==> config.mk <==
export PLATFORM = sky130hd
export DESIGN_NAME = ps2_mouse_decoder
export DESIGN_NICKNAME = d
export VERILOG_FILES = /design/src/rtl/ps2_pkg.sv /design/src/rtl/ps2_frame_check.sv /design/src/rtl/ps2_mouse_decoder.sv
export SDC_FILE = /design/constraint.sdc
export NUM_CORES = 1
export LEC_CHECK = 0
export CAP_MARGIN = 10
export CORE_UTILIZATION = 53
export DETAILED_ROUTE_END_ITERATION = 10
export PLACE_DENSITY = 0.82
export SLEW_MARGIN = 15
export SYNTH_ARGS = -nofsm -noshare
export SYNTH_HDL_FRONTEND = slang
export SYNTH_SLANG_ARGS = --single-unit
==> constraint.sdc <==
create_clock -name i_clk -period 3.15 [get_ports i_clk]
set_clock_uncertainty 0.2 [all_clocks]
set_input_delay 0.315 -clock i_clk [delete_from_list [all_inputs] [get_ports i_clk]]
set_output_delay 0.315 -clock i_clk [all_outputs]
set_load 0.02 [all_outputs]
==> src/rtl/ps2_pkg.sv <==
// ps2_pkg -- shared definitions for the PS/2 mouse packet decoder.
//   Frame bit positions of an 11-bit PS/2 frame, status-byte bit positions
//   of the first packet byte, and the decoder FSM state type.
package ps2_pkg;

  // 11-bit frame: start, D0..D7 (D0 nearest the start bit), odd parity, stop.
  localparam int FRAME_W          = 11;
  localparam int FRAME_START_BIT  = 10;
  localparam int FRAME_D0_BIT     = 9;
  localparam int FRAME_PARITY_BIT = 1;
  localparam int FRAME_STOP_BIT   = 0;

  // Status byte (packet byte 1).
  localparam int STAT_LEFT    = 0;
  localparam int STAT_RIGHT   = 1;
  localparam int STAT_MIDDLE  = 2;
  localparam int STAT_ALWAYS1 = 3;
  localparam int STAT_X_SIGN  = 4;
  localparam int STAT_Y_SIGN  = 5;
  localparam int STAT_X_OVF   = 6;
  localparam int STAT_Y_OVF   = 7;

  typedef enum logic [1:0] {
    ST_IDLE   = 2'd0,
    ST_CHECK  = 2'd1,
    ST_UPDATE = 2'd2
  } ps2_state_t;

endpackage

==> src/rtl/ps2_frame_check.sv <==
// ps2_frame_check -- combinational check of one 11-bit PS/2 frame.
//   i_frame : raw frame (start, D0..D7, odd parity, stop)
//   o_byte  : data byte, o_byte[0] = D0
//   o_ok    : start==0, stop==1 and odd parity over data+parity bit
module ps2_frame_check
  import ps2_pkg::*;
(
  input  logic [FRAME_W-1:0] i_frame,
  output logic [7:0]         o_byte,
  output logic               o_ok
);

  // D0 sits just below the start bit, so the byte is bit-reversed on the wire.
  always_comb begin
    o_byte = '0;
    for (int i = 0; i < 8; i++) begin
      o_byte[i] = i_frame[FRAME_D0_BIT - i];
    end
  end

  assign o_ok = ~i_frame[FRAME_START_BIT] & i_frame[FRAME_STOP_BIT] &
                (^{o_byte, i_frame[FRAME_PARITY_BIT]});

endmodule

==> src/rtl/ps2_mouse_decoder.sv <==
// ps2_mouse_decoder -- turns four captured PS/2 mouse frames into a clamped
// cursor position, button state and optional scroll accumulator.
//   i_clk, i_reset (async, active-high)
//   i_word1..i_word4 : raw frames (status, X delta, Y delta, Z/extra), valid with i_ready
//   i_ready          : one-cycle strobe, four frames available
//   o_x, o_y         : cursor, clamped to 0..H_MAX / 0..V_MAX (0 = top)
//   o_buttons        : {middle, right, left}
//   o_z              : signed scroll accumulator (0 unless wheel enabled)
//   o_valid/o_error  : one-cycle result pulses; o_err_cnt saturating error count
//   o_state          : current FSM state, for debug visibility
// Build option: define PS2_MOUSE_WHEEL_EN to frame-check word4 and accumulate
// its low nibble into o_z; otherwise word4 is ignored and o_z is 0.
//
// Handshake: i_ready is a single-cycle strobe sampled on a rising edge; it is
// accepted only in IDLE, and a strobe seen in CHECK or UPDATE drops that packet
// and pulses o_error on the following cycle.
module ps2_mouse_decoder
  import ps2_pkg::*;
#(
  parameter int H_MAX  = 639,
  parameter int V_MAX  = 479,
  parameter int X_INIT = 320,
  parameter int Y_INIT = 240
)(
  input  logic               i_clk,
  input  logic               i_reset,
  input  logic [FRAME_W-1:0] i_word1,
  input  logic [FRAME_W-1:0] i_word2,
  input  logic [FRAME_W-1:0] i_word3,
  input  logic [FRAME_W-1:0] i_word4,
  input  logic               i_ready,
  output logic [9:0]         o_x,
  output logic [9:0]         o_y,
  output logic [2:0]         o_buttons,
  output logic [7:0]         o_z,
  output logic               o_valid,
  output logic               o_error,
  output logic [7:0]         o_err_cnt,
  output ps2_state_t         o_state
);

  localparam logic signed [11:0] LP_H_MAX = 12'(H_MAX);
  localparam logic signed [11:0] LP_V_MAX = 12'(V_MAX);

  ps2_state_t         r_state, w_next_state;
  logic [FRAME_W-1:0] r_w1, r_w2, r_w3;
  logic [7:0]         w_status, w_xbyte, w_ybyte;
  logic               w_ok1, w_ok2, w_ok3, w_ok4;
  logic               w_capture, w_drop, w_pkt_ok;
  logic signed [11:0] w_dx, w_dy, r_dx, r_dy;
  logic signed [11:0] w_x_sum, w_y_sum;
  logic [9:0]         w_x_next, w_y_next, r_x, r_y;
  logic [2:0]         r_btn_pend, r_buttons;
  logic               r_ok, r_valid, r_error;
  logic               w_valid_next, w_error_next;
  logic [7:0]         r_err_cnt;

  ps2_frame_check u_chk1 (.i_frame(r_w1), .o_byte(w_status), .o_ok(w_ok1));
  ps2_frame_check u_chk2 (.i_frame(r_w2), .o_byte(w_xbyte),  .o_ok(w_ok2));
  ps2_frame_check u_chk3 (.i_frame(r_w3), .o_byte(w_ybyte),  .o_ok(w_ok3));

  assign w_capture = (r_state == ST_IDLE) & i_ready;
  assign w_drop    = (r_state != ST_IDLE) & i_ready;
  assign w_pkt_ok  = w_ok1 & w_ok2 & w_ok3 & w_ok4 & w_status[STAT_ALWAYS1];

  // 9-bit two's-complement deltas widened to 12 bits; an overflowed axis
  // contributes nothing rather than rejecting the packet.
  assign w_dx = w_status[STAT_X_OVF] ? 12'sd0 :
                {{3{w_status[STAT_X_SIGN]}}, w_status[STAT_X_SIGN], w_xbyte};
  assign w_dy = w_status[STAT_Y_OVF] ? 12'sd0 :
                {{3{w_status[STAT_Y_SIGN]}}, w_status[STAT_Y_SIGN], w_ybyte};

  // Screen Y grows downward while mouse Y grows upward, hence the subtraction.
  assign w_x_sum = $signed({2'b00, r_x}) + r_dx;
  assign w_y_sum = $signed({2'b00, r_y}) - r_dy;

  always_comb begin
    if (w_x_sum[11])              w_x_next = '0;
    else if (w_x_sum > LP_H_MAX)  w_x_next = LP_H_MAX[9:0];
    else                          w_x_next = w_x_sum[9:0];
    if (w_y_sum[11])              w_y_next = '0;
    else if (w_y_sum > LP_V_MAX)  w_y_next = LP_V_MAX[9:0];
    else                          w_y_next = w_y_sum[9:0];
  end

`ifdef PS2_MOUSE_WHEEL_EN
  logic [FRAME_W-1:0] r_w4;
  logic [7:0]         w_zbyte, w_dz, r_dz, r_z;
  logic               w_unused_zhi;

  ps2_frame_check u_chk4 (.i_frame(r_w4), .o_byte(w_zbyte), .o_ok(w_ok4));

  assign w_dz         = {{4{w_zbyte[3]}}, w_zbyte[3:0]};
  assign w_unused_zhi = ^w_zbyte[7:4];

  always_ff @(posedge i_clk or posedge i_reset) begin
    if (i_reset) begin
      r_w4 <= '0;
      r_dz <= '0;
      r_z  <= '0;
    end else begin
      if (w_capture)                    r_w4 <= i_word4;
      if (r_state == ST_CHECK)          r_dz <= w_dz;
      if (r_state == ST_UPDATE && r_ok) r_z  <= r_z + r_dz;
    end
  end

  assign o_z = r_z;
`else
  logic w_unused_word4;

  assign w_unused_word4 = ^i_word4;
  assign w_ok4          = 1'b1;
  assign o_z            = '0;
`endif

  always_ff @(posedge i_clk or posedge i_reset) begin
    if (i_reset) r_state <= ST_IDLE;
    else         r_state <= w_next_state;
  end

  always_comb begin
    w_next_state = r_state;
    w_valid_next = 1'b0;
    w_error_next = w_drop;
    case (r_state)
      ST_IDLE:   if (i_ready) w_next_state = ST_CHECK;
      ST_CHECK:  w_next_state = ST_UPDATE;
      ST_UPDATE: begin
        w_next_state = ST_IDLE;
        w_valid_next = r_ok;
        if (!r_ok) w_error_next = 1'b1;
      end
      default:   w_next_state = ST_IDLE;
    endcase
  end

  // Pipeline: capture in IDLE, check results registered in CHECK,
  // outputs and result pulse registered on the edge leaving UPDATE.
  always_ff @(posedge i_clk or posedge i_reset) begin
    if (i_reset) begin
      r_w1       <= '0;
      r_w2       <= '0;
      r_w3       <= '0;
      r_ok       <= 1'b0;
      r_dx       <= '0;
      r_dy       <= '0;
      r_btn_pend <= '0;
      r_x        <= 10'(X_INIT);
      r_y        <= 10'(Y_INIT);
      r_buttons  <= '0;
      r_valid    <= 1'b0;
      r_error    <= 1'b0;
      r_err_cnt  <= '0;
    end else begin
      if (w_capture) begin
        r_w1 <= i_word1;
        r_w2 <= i_word2;
        r_w3 <= i_word3;
      end
      if (r_state == ST_CHECK) begin
        r_ok       <= w_pkt_ok;
        r_dx       <= w_dx;
        r_dy       <= w_dy;
        r_btn_pend <= {w_status[STAT_MIDDLE], w_status[STAT_RIGHT], w_status[STAT_LEFT]};
      end
      if (r_state == ST_UPDATE && r_ok) begin
        r_x       <= w_x_next;
        r_y       <= w_y_next;
        r_buttons <= r_btn_pend;
      end
      r_valid <= w_valid_next;
      r_error <= w_error_next;
      if (w_error_next && r_err_cnt != 8'hFF) r_err_cnt <= r_err_cnt + 8'd1;
    end
  end

  assign o_x       = r_x;
  assign o_y       = r_y;
  assign o_buttons = r_buttons;
  assign o_valid   = r_valid;
  assign o_error   = r_error;
  assign o_err_cnt = r_err_cnt;
  assign o_state   = r_state;

endmodule

; ---- Word level (Yosys, flattened, before mapping)
; Cells that the tools add are included.
[classes]
add_sub_neg = 3
n_lt_le_gt_ge = 2
eq_ne = 4
mux = 11
bitwise = 14
n_reduce_logical = 7
[op_table]
columns = operator, n
row1 = 10-bit 2-to-1 mux, 4
row2 = 9-bit XOR reduction, 3
row3 = 12-bit 2-to-1 mux, 2
row4 = 11-bit by 12-bit adder with 12-bit output, 1
row5 = "12-bit by 10-bit > comparator with 1-bit output, second input constant", 1
row6 = "12-bit by 11-bit > comparator with 1-bit output, second input constant", 1
row7 = 11-bit by 12-bit subtractor with 12-bit output, 1
row8 = 1-bit AND, 11
row9 = "8-bit by 1-bit adder with 8-bit output, second input constant", 1
row10 = "8-bit != test, second input constant", 1
row11 = 2-bit one-hot mux with 2 select lines, 1
row12 = 1-bit 2-to-1 mux, 3
row13 = 1-bit inverter, 3
row14 = "2-bit by 1-bit == test with 1-bit output, second input constant", 1
row15 = "2-bit == test, second input constant", 1
row16 = 1-bit logical AND, 2
row17 = 2-bit logical NOT, 1
row18 = 2-bit 2-to-1 mux, 1
row19 = "2-bit != test, second input constant", 1
row20 = 2-bit nonzero test, 1
[word_totals]
register_bits = 96
input_bits = 47
output_inout_bits = 43

; ---- Depth between registers and ports, before layout
; Gate-level depths: netlist of the first run.
[depth]
word_depth = 6
mapped_depth = 11

; ---- Hierarchy
; From an unflattened synthesis of the first run, not the netlist that was laid out.
[hier_totals]
hier_cells = 497
hier_area_um2 = 5248.8
[by_module_without_submodules]
columns = mod, n_inst, cells_each, area_per_inst_um2
row1 = ps2_mouse_decoder, 1, 449, 4775.8
row2 = ps2_frame_check, 3, 16, 157.7

; ---- Worst setup path after synthesis of the first run
; Ideal clock, no wire load.
[synth_timing]
kind = register to register
startpoint = register r_y[0] (netlist: o_y[0])
endpoint = register r_y[0] (netlist: o_y[0])
setup_ps = 147
arrival_ps = 2688
required_time_ps = 2803
path_slack_ps = 115
path_stages_with_launch = 12
n_path_buf = 0
period_less_slack_ps = 3035
path_cell_list = dfrtp_1 -> inv_1 -> ha_1 -> inv_1 -> fa_1 -> a211oi_1 -> o21ai_1 -> a21oi_1 -> xnor2_1 -> and4_1 -> o31ai_2 -> o221ai_2
[synth_between]
elab_chain_cells = 4
[synth_lines]
columns = element, line_no
row1 = from (decl), ps2_mouse_decoder.sv:52  ; logic [9:0] w_x_next, w_y_next, r_x, r_y;
row2 = from (signal assigned), ps2_mouse_decoder.sv:150  ; r_y <= 10'(Y_INIT);
row3 = from (signal assigned), ps2_mouse_decoder.sv:169  ; r_y <= w_y_next;
row4 = 11-bit by 12-bit subtractor with 12-bit output (*), ps2_mouse_decoder.sv:75  ; assign w_y_sum = $signed({2'b00, r_y}) - r_dy;
row5 = 12-bit by 10-bit > comparator with 1-bit output, ps2_mouse_decoder.sv:82  ; else if (w_y_sum > LP_V_MAX) w_y_next = LP_V_MAX[9:0];
row6 = 10-bit 2-to-1 mux, ps2_mouse_decoder.sv:82
row7 = 10-bit 2-to-1 mux (*), ps2_mouse_decoder.sv:81  ; if (w_y_sum[11]) w_y_next = '0;
; Every way passes the cells marked *; elsewhere a longest branch is shown, timed or not.
; A chain may end at the register's enable or synchronous reset.

; ---- Worst setup path after layout of the first run
[layout_timing]
startpoint = register r_y[5] (netlist: o_y[5])
endpoint = register r_y[0] (netlist: o_y[0])
; Same word-level chain as after synthesis.

==> reports/qor.yml, run 1 <==
die_h_um: 98.9
tns_ns: 0
critPathLaunchType: "register"
htree_num_levels: 3
layout-drive-gt1-share_pct: 15.7
synthArstFlopShare_pct: 100
io_pins: 90
worst_slew_pin_slew_ns: 0.568
multi_input_area_um2: 2570
drt_wl_total_um: 10600
rsz0062_at_grt: "false"
cts_tree: "yes"
p_sw_share_pct: 36.8
final.period_utilization_pct: 95.1
comb_power_share_pct: 41.6
synth.top_cell.area_share_pct: 42.3
cts-buffers-inserted: 9
vias: 3797
intPower_w: 0.00272
preCtsSetupSlack_ns: 0.0390
rrSetupSlack_ns: 0.15
num-fill-cells: 637
synth-seq-cells: 90
r2r_end: "o_y[0]$_DFFE_PP0P_"
synth_common_cells: "dfrtp_1 (84), nand2_1 (42), mux2_2 (38), xnor2_1 (38), o21ai_0 (25)"
worst_slack_ns: 0.154
worstPathCellList: "ha_1, nor3_2, or2_2, a311oi_1, or2_1, or4b_4, a311oi_4, buf_4, o221ai_2"
antenna_found_initial: 0
synthTopCellsByArea: "dfrtp_1 (42%), mux2_2 (8.6%), xnor2_1 (6.7%)"
critPathRequiredTime_ns: 3.19
firstDrtPassIters: 5
crit_fanout: 8
overflow: 0
cts_hold_buf: 0
clock-sinks: 90
synth.most_common_cell: "dfrtp_1"
wl_per_cell_um: 16.1
fin_crit_ns: 3.00
clock-root-buffer: "clkbuf_8"
ys_seq_area_share_pct: 45.4
yosysWarnings: 0
p_total_w: 0.00430
numPortBuffers: 70
grt_pass1_wl_um: 17900
outcome: "complete, no violations"
drtAntennaViolNets: 0
final_hold_viol_count: 0
p_seq_share_pct: 39.0
arrival_ns: 3.03
start_util_pct: 56.0
worstHoldPathType: "in -> async"
nets: 615
grt_max_degree: 42
coreArea_um2: 8890
syn_inst: 467
r2r-start: "o_y[5]$_DFFE_PP1P_"
die-area_um2: 9780
final_max_slew_viol_count: 0
seqCellArea_um2: 2260
power_density_nw_per_um2: 711
avgSynthCellArea_um2: 10.7
synth_ff_type: "dfrtp_1"
cts_buffer_depth: 2
num_rows: 34
clockPowerShare_pct: 19.4
drt-initial-drc-count: 166
cap_violations: 0
vdd_drop_max_mv: 0.498
cp_slowest_cell: "dfstp_2"
grt.total_usage_pct: 23.4
die_w_um: 98.9
place_congestion: 0.880
clk_latency_ns: 0.36
place_hpwl_um: 7970
synth.distinct_cells: 61
synthesis.area_um2: 4970
endpoint_kind: "register"
cp_slowest_stage_delay_ns: 0.57
drc: 0
max-slew-margin-rel_pct: 62.2
diodes: 0
vias_per_cell: 5.79
final-setup-viol-count: 0
switchingPower_w: 0.00158
clkSlewWorstSetupHoldPaths_ns: 0.10
area_delta_synth_final_pct: 21.6
total_leakage_power_nw: 2.59
grt_pass1_vias: 3755
r2r_cells: 9
yosys.area.top_type: "dfrtp_1"
synth-edff-count: 0
path_class: "reg -> reg"
fmax_ghz: 0.334
-- timing repair --
action                                  in CTS  in global routing
gates resized for setup                      0                  6
endpoints found under the setup margin       0                 18
setup buffers                                0                  2
-- layout make-up --
cell class | instances | area share [%]
clock buffer | 10 | 2.28
timing repair buffer | 79 | 12.9
tap | 108 | 2.23
clock inverter | 6 | 1.20
inverter | 24 | 1.51
multi-input combinational | 339 | 42.5
sequential | 90 | 37.4
-- per-stage QoR --
| stage | cells | hold slack (ns) | instance area, um^2 | utilization (%) |
|---|---|---|---|---|
| final | 656 | 0.104 | 6050 | 68.0 |
| after detailed placement | 638 | 0.263 | 5800 | 65.2 |
| after CTS | 654 | 0.122 | 6010 | 67.6 |
| after global routing | 656 | 0.140 | 6050 | 68.0 |
| after global placement | 638 | 0.250 | 5800 | 65.2 |
| after floorplan | 474 | 0.233 | 5000 | - |
-- layout by cell type, fill, tap and decap left out, types with 4 or more instances in the layout --
master,n
dfrtp_1,83
clkdlybuf4s50_1,70
nand2_1,42
xnor2_1,38
mux2_2,37
o21ai_0,25
inv_1,23
ha_1,23
nor2_1,17
a21oi_1,17
nand2b_1,13
nand3b_1,10
clkbuf_8,10
o21ai_1,9
xor2_1,9
a22oi_1,8
conb_1,8
buf_4,8
nor3_1,6
a32oi_1,6
dfstp_2,6
o211ai_1,4
nand3_1,4
a21o_1,4
-- layer usage --
metal  part of all wire, %  track usage (%)
met2                    48             38.3
met3                   6.8             5.96
met1                    44             31.1
met4                   1.2             6.08
met5                     0                0
-- worst max path at each step --
stage	startpoint	cells past startpoint	end
after global placement	o_y[0]$_DFFE_PP0P_	11	o_y[0]$_DFFE_PP0P_
after detailed placement	o_y[0]$_DFFE_PP0P_	11	o_y[0]$_DFFE_PP0P_
after global routing	o_x[0]$_DFFE_PP0P_	10	o_x[7]$_DFFE_PP0P_
after floorplan	o_y[0]$_DFFE_PP0P_	11	o_y[0]$_DFFE_PP0P_
final	o_y[5]$_DFFE_PP1P_	9	o_y[0]$_DFFE_PP0P_
after CTS	o_y[0]$_DFFE_PP0P_	11	o_y[0]$_DFFE_PP0P_
-- flip-flops by register name (all words and copies together), names as in the netlist --
register	cells
o_err_cnt	8
r_dx	9
r_dy	9
r_btn_pend	3
o_buttons	3
o_x	10
r_w1	11
r_w2	11
r_ok	1
o_error	1
o_y	10
o_state	2
r_w3	11
o_valid	1
-- worst max-delay path: cells and delay by family, from the launching register on --
family | cells | cell delay [ns]
flops | 1 | 0.57
compound gates | 3 | 0.43
buf+inv | 1 | 0.20
simple gates | 4 | 1.20
fa+ha+maj | 1 | 0.29
-- kinds of logic after synthesis --
logic type,after synthesis,synth area share (%)
compound gates,105,14.7
other cells,1,0.0754
buf+inv,45,4.00
fa+ha+maj,25,6.59
xor+xnor,47,8.27
mux,40,9.08
flops,90,45.4
simple gates,114,11.9
-- power by group through the flow --
stage / clock network (W) / registers (W) / logic, W
floorplan: 0 / 0.00168 / 0.00129
global placement: 0 / 0.00168 / 0.00169
detailed placement: 0 / 0.00170 / 0.00175
CTS: 0.000848 / 0.00168 / 0.00177
global route: 0.000902 / 0.00171 / 0.00197
finish: 0.000835 / 0.00168 / 0.00179
Power figures use the tool's default switching activity.
==> run 2: changes to the inputs <==
- CORE_UTILIZATION: 53 -> 35
- PLACE_DENSITY: 0.82 -> 0.53
==> run 2 against run 1 <==
Against the previous run:
- cell count is 12% higher
- global-route usage is 7.1 points lower
- total power is 3.7% higher
- critical path depth is 2 higher
- design area is 3.1% higher
- flip-flop and latch count stayed put
- clock-buffer cell count is 2 higher
- clock power is 16% higher
- combinational power hardly changed
==> reports/qor.yml, run 2 (synthesis results as in run 1) <==
diodes: 0  # unchanged
clockPowerShare_pct: 21.7  # +2.3 points
path_class: "reg -> reg"
die_h_um: 121  # +23%
layout-drive-gt1-share_pct: 15.7  # +0.039 points
intPower_w: 0.00287  # +5.7%
cap_violations: 0  # unchanged
comb_power_share_pct: 40.7  # -0.9 points
drt_wl_total_um: 11200  # +5.3%
max-slew-margin-rel_pct: 60.7  # -1.5 points
rsz0062_at_grt: "false"
place_hpwl_um: 8140  # +2.2%
fmax_ghz: 0.335  # +0.42%
final_common_cell: "dfrtp_1"
final_hold_viol_count: 0  # unchanged
critPathLaunchType: "register"
clock-root-buffer: "clkbuf_16"
place_congestion: 0.841  # -4.5%
firstDrtPassIters: 4  # -1
numPortBuffers: 70  # unchanged
arrival_ns: 3.04  # about the same
endpoint_kind: "register"
num_rows: 43  # +26%
critPathRequiredTime_ns: 3.21  # +0.02 ns
vias: 3644  # -4.0%
fin_crit_ns: 2.98  # -0.0125 ns
vias_per_cell: 4.97  # -14%
grt_max_degree: 49  # +17%
crit_fanout: 7  # -1
grt_pass1_vias: 3680  # -2.0%
multi_input_area_um2: 2570  # +0.15%
htree_num_levels: 3  # unchanged
io_pins: 90  # unchanged
drc: 0  # unchanged
clock-sinks: 90  # unchanged
cp_slowest_cell: "dfrtp_1"
worstPathCellList: "ha_1, inv_1, fa_1, nor2b_1, o2111ai_1, and4_1, or3_1, mux2_2, buf_4, and3_1, a22oi_1"
clk_latency_ns: 0.34  # -0.02 ns
crit_buf_inv: 2  # +1
final_max_slew_viol_count: 0  # unchanged
vdd_drop_max_mv: 0.387  # -22%
switchingPower_w: 0.00158  # +0.15%
drt-initial-drc-count: 176  # +6.0%
worstHoldPathType: "in -> async"
outcome: "complete, no violations"
final-setup-viol-count: 0  # unchanged
cts_hold_buf: 0  # unchanged
cp_top_family: "simple AND/OR/NAND/NOR gates"
tns_ns: 0  # unchanged
top_regs: "r_w1 x11, r_w2 x11, r_w3 x11"
cp_slowest_stage_delay_ns: 0.42  # -0.15 ns
dpl.cell_count: 717  # +12%
worst_slew_pin_slew_ns: 0.590  # +0.0221 ns
coreArea_um2: 13900  # +56%
total_leakage_power_nw: 2.62  # +1.5%
cts_tree: "yes"
p_sw_share_pct: 35.5  # -1.2 points
overflow: 0  # unchanged
num-fill-cells: 1361  # +110%
final_cells: 733  # +12%
nets: 621  # +0.98%
grt_pass1_wl_um: 18400  # +2.5%
p_seq_share_pct: 37.6  # -1.4 points
die-area_um2: 14700  # +50%
antenna_found_initial: 0  # unchanged
mostFrequentLayoutCells: "dfrtp_1 (84), clkdlybuf4s50_1 (70), nand2_1 (42)"
final.period_utilization_pct: 94.7  # -0.40 points
die_w_um: 121  # +23%
area_delta_synth_final_pct: 25.3
cts_buffer_depth: 2  # unchanged
power_density_nw_per_um2: 715  # +0.58%
start_util_pct: 35.8  # -20 points
cts-buffers-inserted: 9  # unchanged
wl_per_cell_um: 15.2  # -5.7%
drtAntennaViolNets: 0  # unchanged
grt.total_usage_pct: 16.2  # -7.1 points
clkSlewWorstSetupHoldPaths_ns: 0.06  # -0.04 ns
seqCellArea_um2: 2260  # about the same
-- run 2: power by group through the flow --
| stage | clock, W | sequential, W | combinational [W] |
|---|---|---|---|
| 2_1_floorplan | 0 | 0.00168 | 0.00129 |
| 3_3_place_gp | 0 | 0.00169 | 0.00177 |
| 3_5_place_dp | 0 | 0.00170 | 0.00179 |
| 4_1_cts | 0.00100 | 0.00168 | 0.00180 |
| 5_1_grt | 0.00104 | 0.00172 | 0.00200 |
| 6_report | 0.000967 | 0.00167 | 0.00182 |
-- run 2: worst paths after layout --
kind	cells past startpoint	from	to	slack, ns
setup reg to reg	11	o_x[0]$_DFFE_PP0P_	o_x[1]$_DFFE_PP0P_	0.17
max in group asynchronous	3	i_reset	o_x[6]$_DFFE_PP1P_	2.04
hold / removal	2	i_reset	o_err_cnt[5]$_DFFE_PP0P_	0.006
setup / recovery	11	o_x[0]$_DFFE_PP0P_	o_x[1]$_DFFE_PP0P_	0.17
hold reg to reg	2	r_btn_pend[1]$_DFFE_PP0N_	o_buttons[1]$_DFFE_PP0P_	0.27
min in group i_clk	2	r_btn_pend[1]$_DFFE_PP0N_	o_buttons[1]$_DFFE_PP0P_	0.27
-- run 2: cell type report --
cell class | instances | share of cell area (%)
Tap cell | 180 | 3.61
Sequential cell | 90 | 36.3
Inverter | 24 | 1.47
Clock inverter | 3 | 0.281
Timing Repair Buffer | 85 | 13.3
Clock buffer | 12 | 3.79
Multi-Input combinational cell | 339 | 41.3
-- run 2: repair_timing --
item / 4_1_cts / 5_1_grt
setup endpoints to repair: 0 / 16
buffers inserted: 0 / 1
gates resized for setup: 0 / 5
-- run 2: per-stage QoR --
stage	area, um^2	total power (W)	hold slack [ns]	utilization (%)	worst slack, ns
2_1_floorplan	5000	0.00298	0.233	-	0.115
3_3_place_gp	5940	0.00345	0.250	42.8	0.119
3_5_place_dp	5940	0.00348	0.253	42.8	0.0570
4_1_cts	6200	0.00448	0.00377	44.6	0.0509
5_1_grt	6230	0.00477	0.0364	44.9	0.00255
6_report	6230	0.00446	0.00551	44.9	0.167
-- run 2: metal layers --
layer | vias to the layer above | global-route usage [%] | wire length [um]
li1 | 1804 | - | -
met1 | 1752 | 22.5 | 5640
met2 | 72 | 24.4 | 4830
met3 | 16 | 3.20 | 437
met4 | 0 | 7.41 | 257
met5 | - | 0 | 0
-- run 2: worst register-to-register path: cells and delay by family (launching register included) --
family          cells  cell delay (ns)
compound gates      2             0.27
flops               1             0.42
simple gates        4             0.87
mux                 1             0.29
fa+ha+maj           2             0.63
buf+inv             2             0.23
